$ cat src/rtl/enemy_wave_scheduler.sv
// Spawn/wave sequencer for a bank of NUM_SLOTS enemies. The spawn word port is rand_word because
// 'rand' is a reserved word in SystemVerilog. Define SCHED_PAUSE_EN to add the pause input.

module ews_slot_edge (
  input  logic clk,
  input  logic rst_n,
  input  logic alive,
  input  logic coll,
  output logic kill,
  output logic hit
);
  logic alive_q, alive_d, coll_q, coll_d;

  always_comb begin
    alive_d = alive;
    coll_d  = coll;
  end

  always_ff @(posedge clk or negedge rst_n) begin
    if (!rst_n) begin
      alive_q <= 1'b0;
      coll_q  <= 1'b0;
    end else begin
      alive_q <= alive_d;
      coll_q  <= coll_d;
    end
  end

  // A fall while the collision flag is up is a death by collision, not a kill.
  assign kill = alive_q & ~alive & ~coll;
  assign hit  = coll & ~coll_q;
endmodule

module enemy_wave_scheduler #(
  parameter int          NUM_SLOTS      = 4,
  parameter int          BASE_INTERVAL  = 50_000_000,
  parameter int          INTERVAL_STEP  = 5_000_000,
  parameter int          MIN_INTERVAL   = 10_000_000,
  parameter int          KILLS_PER_WAVE = 8,
  parameter int          START_LIVES    = 3,
  parameter logic [15:0] LFSR_SEED      = 16'hACE1
) (
  input  logic                 clk,
  input  logic                 rst_n,
  input  logic                 start,
`ifdef SCHED_PAUSE_EN
  input  logic                 pause,
`endif
  input  logic [NUM_SLOTS-1:0] alive_vec,
  input  logic [NUM_SLOTS-1:0] collision_vec,
  output logic [NUM_SLOTS-1:0] spawn_vec,
  output logic [5:0]           rand_word,
  output logic                 enable,
  output logic [1:0]           lives,
  output logic [9:0]           kills,
  output logic [3:0]           wave,
  output logic                 game_over
);
  localparam int          SW     = (NUM_SLOTS > 1) ? $clog2(NUM_SLOTS) : 1;
  localparam logic [26:0] BASE_I = 27'(BASE_INTERVAL);
  localparam logic [26:0] STEP_I = 27'(INTERVAL_STEP);
  localparam logic [26:0] MIN_I  = 27'(MIN_INTERVAL);
  localparam logic [26:0] INIT_I = (BASE_INTERVAL < MIN_INTERVAL) ? MIN_I : BASE_I;
  localparam logic [9:0]  KPW_M1 = 10'(KILLS_PER_WAVE - 1);

  typedef enum logic [2:0] {S_IDLE, S_RUN, S_SPAWN, S_ACK, S_OVER} state_t;

  state_t          state_q, state_d;
  logic [26:0]     timer_q, timer_d, interval_q, interval_d;
  logic [SW-1:0]   ptr_q, ptr_d, slot_q, slot_d, sel;
  logic [1:0]      ack_q, ack_d, lives_q, lives_d;
  logic [5:0]      rand_q, rand_d;
  logic [15:0]     lfsr_q, lfsr_d;
  logic [9:0]      kills_q, kills_d, wk_q, wk_d;
  logic [3:0]      wave_q, wave_d;
  logic            start_q, start_d;
  logic            start_rise, counting, paused, free_found;
  logic [26:0]     lim, step_total, raw;
  logic [NUM_SLOTS-1:0] kill_v, hit_v;

  for (genvar g = 0; g < NUM_SLOTS; g++) begin : g_slot
    ews_slot_edge u_edge (
      .clk  (clk),
      .rst_n(rst_n),
      .alive(alive_vec[g]),
      .coll (collision_vec[g]),
      .kill (kill_v[g]),
      .hit  (hit_v[g])
    );
  end

  assign counting   = (state_q == S_RUN) || (state_q == S_SPAWN) || (state_q == S_ACK);
  assign start_rise = start & ~start_q;
  assign lim        = interval_q - 27'd1;

`ifdef SCHED_PAUSE_EN
  assign paused = pause && ((state_q == S_RUN) || (state_q == S_ACK));
`else
  assign paused = 1'b0;
`endif

  function automatic logic [15:0] lfsr_step(input logic [15:0] s);
    return s[0] ? ((s >> 1) ^ 16'hB400) : (s >> 1);
  endfunction

  // Interval is derived from the registered wave, so it lags a wave change by one cycle.
  always_comb begin
    step_total = 27'(wave_q) * STEP_I;
    raw        = (BASE_I > step_total) ? (BASE_I - step_total) : 27'd0;
    interval_d = (raw < MIN_I) ? MIN_I : raw;
  end

  // First free slot at or after the round-robin pointer.
  always_comb begin : p_sel
    int idx;
    free_found = 1'b0;
    sel        = '0;
    idx        = 0;
    for (int k = 0; k < NUM_SLOTS; k++) begin
      idx = int'(ptr_q) + k;
      if (idx >= NUM_SLOTS) idx = idx - NUM_SLOTS;
      if (!free_found && !alive_vec[SW'(idx)]) begin
        free_found = 1'b1;
        sel        = SW'(idx);
      end
    end
  end

  always_comb begin
    state_d = state_q;
    timer_d = timer_q;
    ptr_d   = ptr_q;
    slot_d  = slot_q;
    ack_d   = ack_q;
    rand_d  = rand_q;
    lfsr_d  = lfsr_q;
    lives_d = lives_q;
    kills_d = kills_q;
    wave_d  = wave_q;
    wk_d    = wk_q;
    start_d = start;

    if (!counting || (state_q == S_RUN && !paused)) lfsr_d = lfsr_step(lfsr_q);
    // Timer runs through SPAWN/ACK too, so the spawn-to-spawn period equals the interval.
    if (counting && !paused && timer_q < lim) timer_d = timer_q + 27'd1;

    if (counting) begin
      for (int i = 0; i < NUM_SLOTS; i++) begin
        if (kill_v[i]) begin
          if (kills_d != 10'h3FF) kills_d = kills_d + 10'd1;
          if (wk_d >= KPW_M1) begin
            wk_d = 10'd0;
            if (wave_d != 4'hF) wave_d = wave_d + 4'd1;
          end else begin
            wk_d = wk_d + 10'd1;
          end
        end
        if (hit_v[i] && lives_d != 2'd0) lives_d = lives_d - 2'd1;
      end
    end

    case (state_q)
      S_IDLE, S_OVER: begin
        if (start_rise) begin
          state_d = S_RUN;
          lives_d = 2'(START_LIVES);
          kills_d = 10'd0;
          wave_d  = 4'd0;
          wk_d    = 10'd0;
          timer_d = 27'd0;
        end
      end
      S_RUN: begin
        if (!paused && timer_q >= lim && free_found) begin
          state_d = S_SPAWN;
          slot_d  = sel;
          rand_d  = lfsr_q[5:0];
          timer_d = 27'd0;
        end
      end
      S_SPAWN: begin
        state_d = S_ACK;
        ack_d   = 2'd0;
        ptr_d   = (int'(slot_q) == NUM_SLOTS - 1) ? '0 : slot_q + SW'(1);
      end
      S_ACK: begin
        if (alive_vec[slot_q] || (!paused && ack_q == 2'd3)) state_d = S_RUN;
        else if (!paused) ack_d = ack_q + 2'd1;
      end
      default: state_d = S_IDLE;
    endcase

    // Losing the last life overrides whatever spawn was in flight.
    if (counting && lives_q != 2'd0 && lives_d == 2'd0) state_d = S_OVER;
  end

  always_ff @(posedge clk or negedge rst_n) begin
    if (!rst_n) begin
      state_q    <= S_IDLE;
      timer_q    <= 27'd0;
      interval_q <= INIT_I;
      ptr_q      <= '0;
      slot_q     <= '0;
      ack_q      <= 2'd0;
      rand_q     <= LFSR_SEED[5:0];
      lfsr_q     <= LFSR_SEED;
      lives_q    <= 2'(START_LIVES);
      kills_q    <= 10'd0;
      wave_q     <= 4'd0;
      wk_q       <= 10'd0;
      start_q    <= 1'b0;
    end else begin
      state_q    <= state_d;
      timer_q    <= timer_d;
      interval_q <= interval_d;
      ptr_q      <= ptr_d;
      slot_q     <= slot_d;
      ack_q      <= ack_d;
      rand_q     <= rand_d;
      lfsr_q     <= lfsr_d;
      lives_q    <= lives_d;
      kills_q    <= kills_d;
      wave_q     <= wave_d;
      wk_q       <= wk_d;
      start_q    <= start_d;
    end
  end

  always_comb begin
    spawn_vec = '0;
    for (int i = 0; i < NUM_SLOTS; i++)
      spawn_vec[i] = (state_q == S_SPAWN) && (slot_q == SW'(i));
  end

  assign rand_word = rand_q;
  assign enable    = counting && !paused;
  assign lives     = lives_q;
  assign kills     = kills_q;
  assign wave      = wave_q;
  assign game_over = (state_q == S_OVER);
endmodule
$ cat config.mk
export PLATFORM = sky130hd
export DESIGN_NAME = enemy_wave_scheduler
export DESIGN_NICKNAME = d
export VERILOG_FILES = /design/src/rtl/enemy_wave_scheduler.sv
export SDC_FILE = /design/constraint.sdc
export NUM_CORES = 1
export LEC_CHECK = 0
export BUFFER_PORTS_ARGS = -buffer_cell sky130_fd_sc_hd__buf_2
export CORE_MARGIN = 2
export CORE_UTILIZATION = 58
export DETAILED_ROUTE_END_ITERATION = 16
export PLACE_DENSITY_LB_ADDON = 0.12
export SLEW_MARGIN = 20
export SYNTH_ARGS = -nofsm -noshare
export SYNTH_HDL_FRONTEND = slang
export SYNTH_SLANG_ARGS = --single-unit
$ cat constraint.sdc
create_clock -name clk -period 5 [get_ports clk]
set_input_delay 0 -clock clk [delete_from_list [all_inputs] [get_ports clk]]
set_output_delay 0 -clock clk [all_outputs]
set_load 0.02 [all_outputs]
==> results of run 1 <==
registers in the layout, summed over array words and instances, names as in the netlist:
signal                 flops
slot_q                     2
ptr_q                      2
timer_q                   27
interval_q                21
lfsr_q                    16
state_q                    3
g_slot.u_edge.coll_q       4
wk_q                      10
kills                     10
start_q                    1
wave                       4
ack_q                      2
lives                      2
rand_word                  6
g_slot.u_edge.alive_q      4
layer usage:
layer	GRT usage	vias up	part of all wire
met2	0.4676	300	0.47
li1	-	4500	-
met1	0.3927	4401	0.46
met4	0.08449	0	0.018
met3	0.04767	43	0.061
met5	0	-	0
worst max-delay path: stages (launching register included):
cell      delay, ns
dfrtp_1        0.38
or4_4          0.55
or3_1          0.36
o21a_1         0.21
inv_2          0.06
ha_2           0.17
maj3_1         0.15
o21a_1         0.17
o21ai_2        0.09
a21oi_2        0.14
a21oi_1        0.08
ha_2           0.22
inv_1          0.07
o21bai_1       0.07
a2111o_1       0.33
and2_4         0.17
a21oi_4        0.12
ha_2           0.21
nand2_2        0.08
o21bai_4       0.21
o31ai_4        0.08
a21oi_2        0.09
o21a_2         0.19
a31oi_4        0.19
mux2i_1        0.21
o21ai_1        0.07
layout by cell type (no fill, tap or decap), drive strengths merged, types with 29 or more instances in the layout:
cell	Yosys	layout
xor2	34	34
mux2	32	32
buf	10	114
ha	68	68
dfrtp	90	90
inv	28	29
o21ai	78	78
xnor2	68	68
nor2	95	95
nor3	29	29
nand3	36	36
a21oi	63	63
nand2	117	117
per-stage QoR:
step	power, mW	worst slack, ns	cells	TNS, ns
after floorplan	3.032	-0.04548	1163	-0.04548
after global placement	3.684	0.1802	1449	0
after detailed placement	3.745	-0.04241	1449	-0.1065
after CTS	5.062	-0.002475	1492	-0.002475
after global routing	5.490	-0.09077	1499	-0.8636
final	5.112	0.1967	1499	0
power breakdown:
group | internal, mW | total [mW] | switching (mW)
Combinational | 1.04 | 2.44 | 1.39
Clock | 0.849 | 1.28 | 0.427
Sequential | 1.20 | 1.40 | 0.200
area by class of cell:
class                   count  area (sq um)  share of cell area
clock buffers              20         446.7             0.03819
clock inverters            12         181.4             0.01551
inverters                  29         108.9            0.009306
multi-input cells         980          6927              0.5921
flip-flops and latches    114          2883              0.2464
well taps                 220         275.3             0.02353
repair buffers            124         875.8             0.07487
path summary, 6_finish.rpt:
kind,startpoint,to,depth (start not counted)
hold / removal,start,start_q,2
min in group asynchronous,rst_n,lfsr_q[8],2
max in group asynchronous,rst_n,lives[1],3
setup reg to reg,wk_q[7],wave[1],25
setup / recovery,wk_q[7],wave[1],25
hold reg to reg,lfsr_q[9],lfsr_q[9],1
cells by family (layout without fill, tap and decap cells):
family	after synthesis	in the layout	synth area share
simple gates	465	465	0.2442
fa+ha+maj	71	71	0.09059
buf+inv	69	185	0.02831
compound gates	287	287	0.1965
mux	55	55	0.06064
xor+xnor	102	102	0.08983
flops	114	114	0.2899
timing repair:
action,CTS,global route
hold buffers,10,0
resized for setup,2,29
setup endpoints to repair,5,33
setup buffers,1,7
pin swaps,1,4
endpoints found under the hold margin,66,0
==> run summary, run 1 <==
Cell Area, Synth -> 0.009945 sq mm
CTS root buffer -> clkbuf_16
Flops & latches, synth -> 114
Full die area -> 0.01821 sq mm
Post-Syn Nets -> 1244
Cell area after layout -> 0.01170 sq mm
Worst Skew -> 0.01127 ns
Fmax -> 208.2 MHz
Gr ovfl total -> 0
CTS HTree Levels -> 4
Post-DP Area -> 0.01078 sq mm
First-pass GRT wire length -> 42.25 mm
ANT cells -> 0
Starting density of the core -> 0.5954
P per Cell Area -> 437.0 mW/mm^2
GR Util All Layers -> 0.2865
DRC Markers -> 0
Post-synth top area cell -> dfrtp_1
Layout cells sized above 1 -> 0.1986
Setup CP Type -> reg -> reg
Clock-pin slew of the registers on the worst-case setup and hold paths -> 0.05 ns
Final Hold Viols -> 0
Max-Cap Viols -> 0
Final setup vio count -> 0
Routability Congestion -> 0.9797
Synthesis-to-finish area growth -> 17.63%
Core Area -> 0.01670 sq mm
Max Buffers Root-to-Sink -> 2
Port Buf Inserts -> 38
Worst reg2reg setup slack -> 0.20 ns
Post-Synthesis Cells -> 1163
DR vias -> 9244
DRT Pass-1 Iters -> 5
Top_reg_cell synth -> dfrtp_1
Seq/Total Area, Yosys -> 0.2899
Avg Cell Area, Syn -> 8.551 sq um
Final period util -> 0.9607
Worst setup SP type -> flip-flop
Drt via density -> 6.167
Outcome -> complete, no violations
Clock buffer count from CTS -> 17
FP Rows -> 47
Static leakage -> 5.206 nW
Final min period -> 4.803 ns
Count of pins over their slew limit -> 0
Wire per inst -> 17.38 um
Top cells by area, synth -> dfrtp_1 (23%), ha_1 (8.6%), dfstp_2 (6.3%)
Nets@finish -> 1347
Worst-Margin Slew -> 0.9926 ns
Die X -> 134.9 um
IO Pins -> 39
Clock Latency Late Sink -> 0.41 ns
Share of the synthesized area in the top cell type -> 0.2265
HPWL Detailed -> 19.25 mm
Critical Path AT -> 5.08 ns
WHS -> 0.2686 ns
Synth unique cells -> 89
Core Util, Final -> 0.7004
Ys Warns -> 0
Die Span Y -> 134.9 um
CP required -> 5.27 ns
Largest net degree at the start of global routing -> 80
FFs w/ async S/R, synth -> 1.000
Peak supply drop -> 0.3148 mV
Vias in the first global route -> 8577
Filler Cells Inserted -> 1351
Max-slew headroom -> 0.3382
Critical Path Sink Type -> flip-flop
Detailed Route Iter0 Violations -> 737
Post-Route WL -> 26.05 mm
Post-synth EDFFs -> 0
Hold Crit Class -> in -> reg
Count leader, synth -> nand2_1
Post-synth top cells -> nand2_1 (117), nor2_1 (95), dfrtp_1 (90)
CTS tree -> built
Crit-path max FO -> 3
Antenna viol nets, final -> 0
Clk sinks -> 114
Antenna violations before repair -> 0
Power figures use the tool's default switching activity.
==> run 2, diff against run 1 <==
Settings changed: BUFFER_PORTS_ARGS -buffer_cell sky130_fd_sc_hd__buf_2 to -buffer_cell sky130_fd_sc_hd__buf_4, CORE_ASPECT_RATIO set to 0.9, CORE_UTILIZATION 58 to 60.
Clock period 5 ns to 4.6 ns, I/O delays scaled along.
==> run 2 against run 1 <==
Worst setup slack worse by 0.46 ns. Sequential power increased by 9%. Routed wire length grew 5.1%. The flow now finishes with violations (negative setup slack). Clock power about the same. Sequential share of layout area fell by 1.5 points. Power rose by 13%. Flip-flop and latch count unchanged. Die area is 3.2% lower. Clock-buffer cell count fell by 3.
==> run summary, run 2 (synthesized netlist as in run 1, its figures left out) <==
Cell area after layout -> 0.01244 sq mm (was 0.01170 sq mm)
Max-Cap Viols -> 0 (unchanged)
Setup_tns -> -2.269 ns (was 0 ns)
Top cell family by delay on the critical path -> compound AO/OA/AOI/OAI gates (unchanged)
Final period util -> 1.058 (was 0.9607)
CP required -> 4.88 ns (was 5.27 ns)
Count of pins over their slew limit -> 0 (unchanged)
Internal -> 3.420 mW (was 3.092 mW)
Crit-path max FO -> 3 (unchanged)
DRC Markers -> 0 (unchanged)
Drt via density -> 6.155 (was 6.167)
Clock Latency Late Sink -> 0.42 ns (was 0.41 ns)
Layout cells sized above 1 -> 0.2660 (was 0.1986)
Slowest library cell on the worst path -> a2111o_1 (was or4_4)
Max Buffers Root-to-Sink -> 2 (unchanged)
DR vias -> 9559 (was 9244)
Failing checks -> negative setup slack
Starting density of the core -> 0.6144 (was 0.5954)
CTS root buffer -> clkbuf_16 (unchanged)
WP buf/inv -> 2 (unchanged)
Static leakage -> 5.575 nW (was 5.206 nW)
Nets@finish -> 1414 (was 1347)
Worst setup SP type -> flip-flop (unchanged)
FP Rows -> 44 (was 47)
Routability Congestion -> 0.9756 (was 0.9797)
P_sw -> 2.364 mW (was 2.020 mW)
Clock buffer count from CTS -> 17 (unchanged)
WHS -> 0.2360 ns (was 0.2686 ns)
Core Area -> 0.01619 sq mm (was 0.01670 sq mm)
Final WS setup -> -0.2657 ns (was 0.1967 ns)
HPWL Detailed -> 20.23 mm (was 19.25 mm)
Final Hold Viols -> 0 (unchanged)
Clock share of power -> 0.225 (was 0.249)
Commonest non-fill, non-tap cell in the layout -> buf_4 (was nand2_1)
Gr ovfl total -> 0 (unchanged)
Full die area -> 0.01762 sq mm (was 0.01821 sq mm)
Peak supply drop -> 0.4412 mV (was 0.3148 mV)
Largest net degree at the start of global routing -> 68 (was 80)
Filler Cells Inserted -> 1168 (was 1351)
CTS HTree Levels -> 4 (unchanged)
Critical Path Sink Type -> flip-flop (unchanged)
Critical Path AT -> 5.15 ns (was 5.08 ns)
CTS tree -> built (unchanged)
Placed cells -> 1488 (was 1449)
Setup CP Type -> reg -> reg (unchanged)
Detailed Route Iter0 Violations -> 790 (was 737)
Most frequent cells in the layout -> buf_4 (178), nand2_1 (115), nor2_1 (92) (was nand2_1 (116), nor2_1 (93), dfrtp_1 (90))
Worst Skew -> 0.01040 ns (was 0.01127 ns)
Logic gate share of total power -> 0.513 (was 0.476)
Worst-Margin Slew -> 0.8404 ns (was 0.9926 ns)
Reg power frac -> 0.262 (was 0.274)
Dpl ws -> -0.3075 ns (was -0.04241 ns)
RSZ-0062 raised after global routing -> true
Biggest register -> timer_q (unchanged)
Hold Crit Class -> in -> async (was in -> reg)
Critical Path Start -> wk_q[1] (was wk_q[7])
Port Buf Inserts -> 38 (unchanged)
Die Span Y -> 126.1 um (was 134.9 um)
GR Util All Layers -> 0.3056 (was 0.2865)
CP peak stage delay -> 0.46 ns (was 0.55 ns)
Antenna violations before repair -> 0 (unchanged)
IO Pins -> 39 (unchanged)
Fmax -> 205.5 MHz (was 208.2 MHz)
P per Cell Area -> 464.9 mW/mm^2 (was 437.0 mW/mm^2)
Switching portion of total power -> 0.4087 (was 0.3951)
DRT Pass-1 Iters -> 6 (was 5)
Final min period -> 4.866 ns (was 4.803 ns)
Largest register FFs -> 27 (unchanged)
RR Startpoint -> wk_q[1] (was wk_q[7])
ANT cells -> 0 (unchanged)
Power, Total -> 5.785 mW (was 5.112 mW)
Synthesis-to-finish area growth -> 25.13% (was 17.63%)
Clk sinks -> 114 (unchanged)
Vias in the first global route -> 9177 (was 8577)
Max-slew headroom -> 0.4397 (was 0.3382)
Clock-pin slew of the registers on the worst-case setup and hold paths -> 0.06 ns (was 0.05 ns)
Outcome -> finished with violations (was complete, no violations)
First-pass GRT wire length -> 44.30 mm (was 42.25 mm)
Non-Filler Instances -> 1553 (was 1499)
Core Util, Final -> 0.7688 (was 0.7004)
Most used cell, CP -> a21oi_2 (was ha_2)
Post-DP Area -> 0.01129 sq mm (was 0.01078 sq mm)
Post-Route WL -> 27.38 mm (was 26.05 mm)
Die X -> 139.7 um (was 134.9 um)
Wire per inst -> 17.63 um (was 17.38 um)
Antenna viol nets, final -> 0 (unchanged)
Final setup vio count -> 13 (was 0)
Biggest regs -> timer_q: 27 flops, interval_q: 21 flops, lfsr_q: 16 flops (unchanged)
-- run 2: changes by cell type in the layout (fill, tap and decap cells not counted), moves of 4 or more --
cell     delta
buf_4     +102
buf_2      -37
a21oi_1    -10
a21oi_2    +10
o21ai_1     +5
ha_1        -4
ha_4        +4
inv_6       +4
nor3b_1     -4
nor3b_2     +4
o21ai_0     -4
-- run 2: path summary, 6_finish.rpt --
path                                   to  slack (ns)  depth (start not counted)
setup / recovery                  wave[1]       -0.27                         26
max in group asynchronous  interval_q[18]        3.26                          3
min in group clk                  start_q        0.25                          2
hold reg to reg              rand_word[2]        0.51                          1
hold / removal               rand_word[3]        0.24                          2
setup reg to reg                  wave[1]       -0.27                         26
-- run 2: layout make-up --
| class | instances | area [sq um] | share of cell area |
|---|---|---|---|
| multi-input cells | 980 | 7121 | 0.5722 |
| flip-flops and latches | 114 | 2884 | 0.2318 |
| repair buffers | 191 | 1479 | 0.1189 |
| clock buffers | 17 | 425.4 | 0.03419 |
| well taps | 207 | 259.0 | 0.02081 |
| clock inverters | 15 | 166.4 | 0.01337 |
| inverters | 29 | 108.9 | 0.008748 |
-- run 2: routing by layer --
| layer | vias up | GRT usage | wire length (um) |
|---|---|---|---|
| li1 | 4631 | - | - |
| met1 | 4607 | 0.4179 | 12630 |
| met2 | 286 | 0.5053 | 12970 |
| met3 | 35 | 0.05209 | 1404 |
| met4 | 0 | 0.08176 | 380 |
| met5 | - | 0 | 0 |
-- run 2: timing repair --
item	CTS	global route
endpoints found under the hold margin	70	0
resized for setup	15	47
hold buffers	10	0
pin swaps	15	24
endpoints found under the setup margin	20	46
setup buffers	11	13
-- run 2: power groups by stage --
stage               logic (mW)  registers (mW)  clock network (mW)
finish                    2.97            1.52                1.30
floorplan                 1.77            1.55                   0
detailed placement        2.69            1.52                   0
global route              3.26            1.55                1.36
CTS                       2.80            1.51                1.31
global placement          2.62            1.51                   0
